--- src/rtl/pipemem_pkg.sv ---
// Shared encodings and widths for the instruction/data cache memory-port arbiter.
package pipemem_pkg;

    typedef enum logic [1:0] {
        IDLE  = 2'd0,
        GNT_I = 2'd1,
        GNT_D = 2'd2
    } arb_state_e;

    localparam int ADDR_W = 32;
    localparam int DATA_W = 32;
    localparam int RUN_W  = 4;
    localparam int WDOG_W = 8;

    // Saturating increment used by the data-run starvation counter.
    function automatic logic [RUN_W-1:0] run_inc(input logic [RUN_W-1:0] v,
                                                 input logic [RUN_W-1:0] lim);
        return (v >= lim) ? lim : RUN_W'(v + 1'b1);
    endfunction

endpackage

--- src/rtl/pipemem_wdog.sv ---
// Grant watchdog: counts grant cycles without memory completion and latches a sticky error.
module pipemem_wdog
    import pipemem_pkg::*;
#(
    parameter int unsigned TIMEOUT = 255
) (
    input  logic clock,
    input  logic reset,
    input  logic i_clear,
    input  logic i_count,
    output logic o_err
);

    localparam logic [WDOG_W-1:0] C_LIMIT = WDOG_W'(TIMEOUT);

    logic [WDOG_W-1:0] r_count;
    logic              r_err;

    // Count saturates so a very long stall cannot wrap back below the limit.
    always_ff @(posedge clock or posedge reset) begin
        if (reset) begin
            r_count <= '0;
            r_err   <= 1'b0;
        end else begin
            if (i_clear) begin
                r_count <= '0;
            end else if (i_count && (r_count != {WDOG_W{1'b1}})) begin
                r_count <= r_count + 1'b1;
            end
            if (r_count == C_LIMIT) begin
                r_err <= 1'b1;
            end
        end
    end

    assign o_err = r_err;

endmodule

--- src/rtl/pipemem_arbiter.sv ---
// Arbitrates the single main-memory port between the icache and dcache, one grant per
// memory transaction, with a data-run starvation guard and a grant watchdog.
module pipemem_arbiter
    import pipemem_pkg::*;
#(
    parameter int unsigned MAX_D_RUN = 4,
    parameter int unsigned TIMEOUT   = 255
) (
    input  logic              clock,
    input  logic              reset,
    input  logic [ADDR_W-1:0] i_a,
    input  logic              i_strobe,
    output logic [DATA_W-1:0] i_dout,
    output logic              i_ready,
    input  logic [ADDR_W-1:0] d_a,
    input  logic              d_strobe,
    input  logic              d_rw,
    input  logic [DATA_W-1:0] d_din,
    output logic [DATA_W-1:0] d_dout,
    output logic              d_ready,
    output logic [ADDR_W-1:0] m_a,
    output logic              m_strobe,
    output logic              m_rw,
    output logic [DATA_W-1:0] m_din,
    input  logic [DATA_W-1:0] m_dout,
    input  logic              m_ready,
    output logic              busy,
    output logic              err
);

    localparam logic [RUN_W-1:0] C_MAX_RUN = RUN_W'(MAX_D_RUN);

    arb_state_e        r_state;
    arb_state_e        w_state_next;
    logic [RUN_W-1:0]  r_d_run;
    logic [RUN_W-1:0]  w_d_run_next;
    logic              w_grant;
    logic              w_wd_clear;
    logic              w_wd_count;

    always_ff @(posedge clock or posedge reset) begin
        if (reset) begin
            r_state <= IDLE;
            r_d_run <= '0;
        end else begin
            r_state <= w_state_next;
            r_d_run <= w_d_run_next;
        end
    end

    // Memory-side outputs are decoded from the registered state, so an asynchronous
    // reset drops m_strobe in the same cycle.
    always_comb begin
        w_state_next = r_state;
        w_d_run_next = r_d_run;
        m_strobe     = 1'b0;
        m_a          = '0;
        m_rw         = 1'b0;
        m_din        = '0;
        i_ready      = 1'b0;
        d_ready      = 1'b0;
        case (r_state)
            IDLE: begin
                if (!i_strobe) begin
                    w_d_run_next = '0;
                end
                if (d_strobe && !(i_strobe && (r_d_run == C_MAX_RUN))) begin
                    w_state_next = GNT_D;
                end else if (i_strobe) begin
                    w_state_next = GNT_I;
                end
            end
            GNT_I: begin
                m_strobe = 1'b1;
                m_a      = i_a;
                i_ready  = m_ready;
                if (m_ready) begin
                    w_state_next = IDLE;
                    w_d_run_next = '0;
                end
            end
            GNT_D: begin
                m_strobe = 1'b1;
                m_a      = d_a;
                m_rw     = d_rw;
                m_din    = d_din;
                d_ready  = m_ready;
                if (m_ready) begin
                    w_state_next = IDLE;
                    if (i_strobe) begin
                        w_d_run_next = run_inc(r_d_run, C_MAX_RUN);
                    end
                end
            end
            default: begin
                w_state_next = IDLE;
            end
        endcase
    end

    assign i_dout     = m_dout;
    assign d_dout     = m_dout;
    assign w_grant    = (r_state != IDLE);
    assign busy       = w_grant;
    assign w_wd_clear = !w_grant || m_ready;
    assign w_wd_count = w_grant && !m_ready;

    pipemem_wdog #(
        .TIMEOUT(TIMEOUT)
    ) u_wdog (
        .clock  (clock),
        .reset  (reset),
        .i_clear(w_wd_clear),
        .i_count(w_wd_count),
        .o_err  (err)
    );

endmodule

--- config.mk ---
export PLATFORM = sky130hd
export DESIGN_NAME = pipemem_arbiter
export DESIGN_NICKNAME = d
export VERILOG_FILES = /design/src/rtl/pipemem_pkg.sv /design/src/rtl/pipemem_wdog.sv /design/src/rtl/pipemem_arbiter.sv
export SDC_FILE = /design/constraint.sdc
export NUM_CORES = 1
export LEC_CHECK = 0
export ABC_AREA = 1
export BUFFER_PORTS_ARGS = -buffer_cell sky130_fd_sc_hd__buf_2
export CORE_AREA = 2 2 104 106
export DETAILED_ROUTE_END_ITERATION = 7
export DIE_AREA = 0 0 106 108
export GPL_ROUTABILITY_DRIVEN = 0
export REMOVE_ABC_BUFFERS = 1
export SLEW_MARGIN = 20
export SYNTH_ARGS = -nofsm -noshare
export SYNTH_HDL_FRONTEND = slang
export SYNTH_SLANG_ARGS = --single-unit
--- constraint.sdc ---
create_clock -name clock -period 3.5 [get_ports clock]
set_input_delay 1.05 -clock clock [delete_from_list [all_inputs] [get_ports clock]]
set_output_delay 1.05 -clock clock [all_outputs]
set_load 0.02 [all_outputs]
## After elaboration in Yosys (flattened, before gate mapping)

Index checks and enable logic that the tools add are counted.

- $add $sub $neg: 2
- $lt $le $gt $ge: 1
- Equal/unequal tests: 11
- Mux-type cells: 18
- Reduce and logical (&&, ||, !) cells: 15

Operator list:

| operator | count |
|---|---|
| one-hot mux 32 bit (2 select lines) | 1 |
| 2-to-1 mux 32 bit | 1 |
| 2-to-1 mux 4 bit | 5 |
| 2-to-1 mux 8 bit | 2 |
| one-hot mux 4 bit (3 select lines) | 1 |
| adder 8 x 1 -> 8 bit (second input constant) | 1 |
| == test 8 bit (second input constant) | 1 |
| inequality test 2 bit (second input constant) | 4 |
| inequality test 8 bit (second input constant) | 1 |
| 2-to-1 mux 2 bit | 3 |
| AND reduction 5 bit | 1 |
| adder 4 x 1 -> 4 bit (second input constant) | 1 |
| == test 4 x 3 -> 1 bit (second input constant) | 1 |
| greater-or-equal comparator 4 x 3 -> 1 bit (second input constant) | 1 |
| logical AND 1 bit | 4 |
| 2-to-1 mux 1 bit | 4 |
| one-hot mux 2 bit (2 select lines) | 1 |
| nonzero test 2 bit | 2 |
| logical NOT 1 bit | 3 |
| inequality test 3 bit (second input constant) | 1 |
| nonzero test 3 bit | 1 |
| == test 2 x 1 -> 1 bit (second input constant) | 1 |
| == test 2 bit (second input constant) | 1 |
| logical NOT 2 bit | 1 |
| other kinds (4) | 4 |

- Flip-flop bits (word level): 15
- Input port bits: 134

## Logic depth before layout (Yosys ltp)

Gate-level depths: netlist (run 1).

- Depth after elaboration: 6
- Mapped depth: 9
- Gate-level depth less buffers: 8

## Modules after synthesis

A second synthesis (run 1) with hierarchy kept.

- Cells, all modules: 377
- Area total of the unflattened synthesis: 2217.1 um^2

By module, submodules not included:

| module | instances | cells each | area each (um^2) |
|---|---|---|---|
| pipemem_arbiter | 1 | 307 | 1691.6 |
| pipemem_wdog | 1 | 70 | 525.5 |

## Worst setup path before layout (run 1)

OpenSTA, ideal clock, no wires.

- Path type: reg-to-output
- From: register r_state[0]
- To: output port m_a[0]
- Arrival: 1483 ps
- Setup slack: 967 ps
- Cell stages (with the launch flop): 6
- Path through: dfrtp_1 -> inv_1 -> ha_1 -> inv_1 -> clkbuf_1 -> a21oi_1

- Longest elaborated chain between the ends: 2
- Elaborated cells on any way between the ends: 3

RTL lines:

| element | RTL line | source |
|---|---|---|
| start, declared | pipemem_arbiter.sv:33 | `arb_state_e r_state;` |
| start signal, assigned | pipemem_arbiter.sv:46 | `r_state <= w_state_next;` |
| == test 2 bit / == test 2 x 1 -> 1 bit (equally long branches) | pipemem_arbiter.sv:62 | `case (r_state)` |
| one-hot mux 32 bit (2 select lines) * | pipemem_arbiter.sv:62 |  |
| end, declared | pipemem_arbiter.sv:21 | `output logic [ADDR_W-1:0] m_a,` |

Every way passes the cells marked *; elsewhere a longest branch is shown, timed or not.

## Worst setup path in the final report (run 1)

- From: register r_state[0]
- To: output port m_a[9]

The elaborated chain is that of the path after synthesis.

==> impl_summary.txt, run 1 <==
----------------------------------------------------
[Layout]
  Proportion of layout cells with a drive suffix above 1 ... 41.54%
  Final non-filler cell total ... roughly 600
  Storage element area ... 375.4 um^2
  Area added between synthesis and finish ... 25.73%
  Ant diodes ... 0
  Final nets ... about 600
  Fill cell instance count of the final layout ... between 1k and 1.5k
  Design area ... 2709 um^2
  Multi-input gate area in the final layout ... 1001 um^2

[Worst setup path]
  CP Max Fanout ... 17
  Crit. End Element ... output port
  Crit path largest cell delay ... ~0.39 ns
  Cell with the largest stage delay on the worst path ... inv_1
  Signal arrival time at the worst endpoint ... about 1.9 ns
  CP Cell Sequence ... inv_1, ha_1, inv_1, buf_4, a21oi_1, buf_2
  Worst path bufs/invs ... 4
  Cell with the most instances on the worst path ... inv_1
  Critical Path Start ... r_state[0]
  Endpoint required time on the critical path ... 2.45 ns
  Cell class contributing the biggest share of worst-path delay ... buffers and inverters
  Reg-to-reg startpoint ... r_state[0]
  Critical path class ... register to output port
  Critical path launch point type ... register
  Register-to-register setup slack ... ~2.0 ns

[GRT]
  Total global routing track utilization ... between 10% and 20%
  Remaining Overflow, GRT ... 0
  Initial antenna violation count ... 0
  Maximum number of pins on one net before global-route repair ... 35
  Vias in the first global route ... around 2.2k
  Wire length of the first global-routing pass ... roughly 16000 um

[Pwr]
  VDD IR-drop max ... between 0.15 and 0.2 mV
  Power density cells ... roughly 600 nW/um^2
  Lkg Pwr ... ~1.8 nW

[Clock network]
  Post-CTS Hold Buffers ... 0
  Insertion delay to the later sink of the worst-skew pair ... 0.25 ns
  Deepest level of the CTS H-tree ... 1
  Root buffer cell ... clkbuf_8
  Buffers from clock root to sink, at most ... 2
  CTS clock-pin slew for the worst setup and hold paths ... approximately 0.060 ns
  Count of clock tree sinks ... 15
  Post-CTS setup buffer count ... 0
  Clock tree from TritonCTS ... built
  CTS buffer count ... 3
  # resized after CTS ... 0

[Logic synthesis]
  Syn Area/Cell ... between 5 and 6 um^2
  Portion of the post-synthesis area used by sequential elements ... approximately 17%
  Number of enable-type register cells in the synthesized netlist ... 0
  Most common library cells after synthesis ... nand2_1, buf_4, inv_1
  Cell count after synthesis ... roughly 370
  Proportion of register bits with asynchronous set or reset after synthesis ... 100.0%
  Area share of the largest cell type after synthesis ... between 20% and 30%
  Yosys synthesis warning count ... 0
  Main combinational cell family by area after synthesis ... buffers and inverters
  Largest area contributor in the synthesized netlist ... buf_4
  Dominant cell by count in the synthesized netlist ... nand2_1
  Post-Synth XOR/XNOR Area ... 0%
  Share of cell area taken by muxes after synthesis ... 0%
  Yosys reg bits ... 15
  Count of different cell masters after synthesis ... 22
  Synthesized-area fraction occupied by ao, oa, aoi and oai cells ... 9.930%
  Most area-consuming cells after synthesis ... buf_4, nand2_1, dfrtp_1
  Arithmetic-cell share of the synthesized area counting full adders, half adders and majority gates ... approximately 3.5%
  Post-synthesis instance area ... between 2000 and 2500 um^2
  Most frequently used flop master after synthesis ... dfrtp_1
  Simple logic cell fraction of the synthesized area ... between 30% and 40%

[Routing]
  Avg Vias per Cell ... a little over 4
  Detailed-route via count ... between 2k and 3k
  WL per Instance ... 20.36 um
  DRC ... 0
  Initial DRC count ... roughly 210
  Routed WL ... roughly 12000 um
  Number of iterations in the first detailed-routing pass ... 4
  Number of nets still failing antenna checks after routing ... 0

[Timing]
  Fin. Hold Viols ... 0
  Worst slew margin relative to its limit ... 59.43%
  Number of slew-limit violations in the final report ... 0
  Final total negative setup slack ... 0 ns
  Number of setup violations in the final report ... 0
  Maximum clock skew at final layout ... 0.002370 ns
  Unrepaired setup endpoints after global routing ... no
  Transition time at the pin with the least slew margin ... 0.6079 ns
  Final Cycle Share ... 85.27%
  Shortest clock period the worst path allows after layout ... slightly below 3 ns
  Upper clock frequency limit ... 0.3351 GHz

[Placed design]
  Number of buffers added on ports ... approximately 170
  Half-perimeter wire length after detailed placement ... approximately 11000 um
  Placed cells ... 599
  Placed cell areas ... around 2700 um^2

[Status]
  Status ... complete, no violations

[Hold path]
  Path category of the worst min-delay check ... register to register
  Hold path start ... u_wdog.o_err

[Floorplan]
  Floorplan die height ... about 110 um
  Die extent in x ... about 110 um
  Initial core utilization ... between 20% and 30%
  Top-level port count ... between 200 and 300
  Site row count ... 37
  Die area ... about 11000 um^2
  Core region area ... 10230 um^2

[Run]
  Total of max-cap violations ... 0

----------------------------------------------------
==> tightest hold or removal path, delay by kind of cell, from the launching register on <==
| kind | cells | cell delay [ns] |
|---|---|---|
| flops | 1 | 0.34 |
| simple gates | 1 | 0.05 |
| buf+inv | 1 | 0.04 |
==> final cells by class <==
cell class	count	share of cell area, %
Timing Repair Buffer	176	33.44
Sequential cell	15	13.86
Tap cell	136	6.282
Clock buffer	3	1.524
Clock inverter	1	0.1848
Inverter	56	7.760
Multi-Input combinational cell	216	36.95
==> power by group <==
group / internal [W] / leakage [nW] / switching (W) / total [W]
registers: 0.000200 / 0.206 / 0.0000221 / 0.000222
clock network: 0.0000789 / 0.0255 / 0.0000642 / 0.000143
logic: 0.000406 / 1.54 / 0.000892 / 0.00130
total: 0.000685 / 1.77 / 0.000978 / 0.00166
==> per-layer routing <==
metal / track usage [%] / share of wire [%] / wire length, um
met1: 17.40 / 31 / 3791
met3: 13.68 / 15 / 1818
met2: 31.80 / 45 / 5551
met5: 5.804 / 0.48 / 59
met4: 13.72 / 8.6 / 1056
==> state kept, by name, summed over array words and instances, names as in the netlist <==
signal / count
u_wdog.r_count: 8
r_d_run: 4
r_state: 2
u_wdog.o_err: 1
==> placed cells by master (no fill, tap or decap) <==
cell / count
nand3_2: 2
a21boi_0: 2
nand2_2: 3
buf_2: 171
dfrtp_1: 15
nand3b_1: 2
o21ai_0: 2
inv_2: 1
clkbuf_8: 3
nand2_1: 137
a21oi_1: 33
nor2_1: 9
ha_1: 5
o21ai_2: 2
or2_2: 2
nor2_4: 3
clkinv_2: 1
ha_2: 1
inv_1: 55
nand3_1: 11
buf_12: 1
a31oi_1: 1
buf_4: 4
nand4_1: 1
==> cells by family (layout without fill, tap and decap cells) <==
family | count (synthesis) | after routing
buf+inv | 135 | 236
simple gates | 170 | 170
compound gates | 40 | 40
fa+ha+maj | 6 | 6
flops | 15 | 15
==> final timing paths <==
check	to	depth (start not counted)
max in group asynchronous	r_state[1]	2
min in group asynchronous	u_wdog.r_count[1]	2
worst max register to register	r_d_run[0]	7
worst min-delay path	u_wdog.o_err	2
worst max-delay path	m_a[9]	6
worst min register to register	u_wdog.o_err	2
==> through the flow <==
step	util (%)	setup WS, ns	total power [W]	hold WS, ns
final	26.48	0.5157	0.001663	0.4626
after global routing	26.48	0.3363	0.001813	0.4944
after floorplan	-	0.2754	0.001051	0.4534
after CTS	26.48	0.5101	0.001682	0.4674
after detailed placement	26.02	0.7959	0.001531	0.4502
after global placement	26.02	0.8376	0.001533	0.4487
Power figures use the tool's default switching activity.
==> run 2: changes to the inputs <==
CTS_BUF_LIST = sky130_fd_sc_hd__clkbuf_16   (was not set)
==> run 2 against run 1 <==
  * Clock power up 56%
  * Register-to-register slack about the same
  * Wire length up 0.39%
  * Largest power group unchanged
  * Critical path depth unchanged
  * Highest routed layer unchanged
  * Fmax up 0.30%
  * Die area unchanged
==> impl_summary.txt, run 2 (synthesis gave the netlist of run 1 again) <==
----------------------------------------------------
[Clock network]
  Root buffer cell ... clkbuf_16
  Insertion delay to the later sink of the worst-skew pair ... 0.25 ns (about the same)
  Buffers from clock root to sink, at most ... 2 (unchanged)
  Clock tree from TritonCTS ... built
  Count of clock tree sinks ... 15 (unchanged)
  CTS clock-pin slew for the worst setup and hold paths ... 0.05 ns (about the same)
  CTS buffer count ... 3 (unchanged)
  Post-CTS setup buffer count ... 0 (unchanged)
  Deepest level of the CTS H-tree ... 1 (unchanged)
  Post-CTS Hold Buffers ... 0 (unchanged)
  # resized after CTS ... 0 (unchanged)

[Floorplan]
  Floorplan die height ... 108 um (unchanged)
  Top-level port count ... 268 (unchanged)
  Core region area ... 10230 um^2 (unchanged)
  Die area ... 11450 um^2 (unchanged)
  Site row count ... 37 (unchanged)
  Initial core utilization ... 21.06% (unchanged)
  Die extent in x ... 106 um (unchanged)

[Timing]
  Shortest clock period the worst path allows after layout ... 2.975 ns (-0.008880 ns)
  Number of slew-limit violations in the final report ... 0 (unchanged)
  Fin. Hold Viols ... 0 (unchanged)
  Maximum clock skew at final layout ... 0.001304 ns (-0.001066 ns)
  Final Cycle Share ... 85.01% (-0.25 points)
  Upper clock frequency limit ... 0.3361 GHz (+0.30%)
  Unrepaired setup endpoints after global routing ... no
  Final total negative setup slack ... 0 ns (unchanged)
  Worst slew margin relative to its limit ... 59.36% (-0.072 points)
  Transition time at the pin with the least slew margin ... 0.6089 ns (+0.001079 ns)
  Number of setup violations in the final report ... 0 (unchanged)

[Routing]
  Initial DRC count ... 208 (-1.4%)
  WL per Instance ... 20.44 um (+0.39%)
  Routed WL ... 12320 um (+0.39%)
  Detailed-route via count ... 2524 (+0.72%)
  Avg Vias per Cell ... 4.186 (+0.72%)
  DRC ... 0 (unchanged)
  Number of nets still failing antenna checks after routing ... 0 (unchanged)
  Number of iterations in the first detailed-routing pass ... 5 (+1)

[GRT]
  Vias in the first global route ... 2240 (+0.36%)
  Initial antenna violation count ... 0 (unchanged)
  Maximum number of pins on one net before global-route repair ... 35 (unchanged)
  Total global routing track utilization ... 19.77% (unchanged)
  Wire length of the first global-routing pass ... 15730 um (+0.27%)
  Remaining Overflow, GRT ... 0 (unchanged)

[Layout]
  Largest regs ... u_wdog.r_count x8, r_d_run x4, r_state x2
  Design area ... 2743 um^2 (+1.2%)
  Commonest non-fill, non-tap cell in the layout ... buf_2
  Area added between synthesis and finish ... 27.29%
  Leading cell types in the layout, fill and taps excluded ... buf_2, nand2_1, inv_1
  Number of flip-flops under the largest register name ... 8 (unchanged)
  Ant diodes ... 0 (unchanged)
  Proportion of layout cells with a drive suffix above 1 ... 41.54% (unchanged)
  Final nets ... 608 (unchanged)
  Top reg by flops ... u_wdog.r_count
  Final core utilization ... 26.81% (+0.33 points)

[Pwr]
  Sw Pwr ... 0.0009842 W (+0.58%)
  Clock network fraction of design power ... 12.8% (+4.2 points)
  VDD IR-drop max ... 0.1975 mV (+0.10%)
  Cell internal power dissipation ... 0.0007590 W (+11%)
  Share of total power consumed by net switching ... 56.46% (-2.4 points)
  Power density cells ... 635.6 nW/um^2 (+3.5%)
  Lkg Pwr ... 1.784 nW (+0.87%)
  Sequential Power Share ... 12.7% (-0.6 points)
  Share of power burned in combinational logic ... 74.5% (-3.6 points)

[Worst setup path]
  Critical path launch point type ... register
  Crit. End Element ... output port
  Endpoint required time on the critical path ... 2.45 ns (about the same)
  Critical path class ... register to output port
  CP Max Fanout ... 17 (unchanged)
  Signal arrival time at the worst endpoint ... 1.93 ns (about the same)

[Placed design]
  Half-perimeter wire length after detailed placement ... 10970 um (unchanged)
  Number of buffers added on ports ... 171 (unchanged)
  Placed cell areas ... 2663 um^2 (unchanged)

[Run]
  Total of max-cap violations ... 0 (unchanged)

[Status]
  Status ... complete, no violations

[Hold path]
  Path category of the worst min-delay check ... register to register

----------------------------------------------------
run 2: final cells by class:
type	count	area (um^2)
clock buffer	3	75.07
clock inverter	1	5.005
timing repair buffer	176	905.9
fill	1176	7488
inverter	56	210.2
tap	136	170.2
sequential	15	375.4
multi-input combinational	216	1001
run 2: path summary, 6_finish.rpt:
kind | from | end | slack, ns | depth (start not counted)
min in group asynchronous | reset | u_wdog.r_count[1] | 0.87 | 2
min | u_wdog.o_err | u_wdog.o_err | 0.46 | 2
min reg2reg | u_wdog.o_err | u_wdog.o_err | 0.46 | 2
max in group asynchronous | reset | u_wdog.r_count[0] | 2.24 | 2
max reg2reg | r_state[0] | r_d_run[0] | 1.94 | 7
max | r_state[0] | m_a[9] | 0.52 | 6
run 2: critical path: stages (launching register included):
cell and delay [ns]:
dfrtp_1 0.37, inv_1 0.07, ha_1 0.32, inv_1 0.39, buf_4 0.30, a21oi_1 0.06
buf_2 0.16
run 2: per-stage QoR:
stage          hold WS, ns  worst slack, ns  total power, W  instances
6_report            0.4582           0.5246        0.001743        603
5_1_grt             0.4905           0.3489        0.001897        603
3_5_place_dp        0.4502           0.7959        0.001531        599
3_3_place_gp        0.4487           0.8376        0.001533        599
2_1_floorplan       0.4534           0.2754        0.001051        287
4_1_cts             0.4639           0.5203        0.001764        603
run 2: layer usage:
layer  track usage (%)  routed length (um)  up-vias  share of wire [%]
met1             17.40                3816     1058                 31
li1                  -                   -     1227                  -
met2             31.94                5488      208                 45
met3             13.68                1816       29                 15
met5             5.804                  58        -               0.47
met4             13.44                1145        2                9.3
run 2: power by group through the flow:
stage | sequential [W] | clock, W | combinational (W)
after floorplan | 0.000219 | 0 | 0.000832
after global placement | 0.000222 | 0 | 0.00131
after detailed placement | 0.000225 | 0 | 0.00131
after CTS | 0.000222 | 0.000231 | 0.00131
after global routing | 0.000226 | 0.000241 | 0.00143
final | 0.000222 | 0.000223 | 0.00130
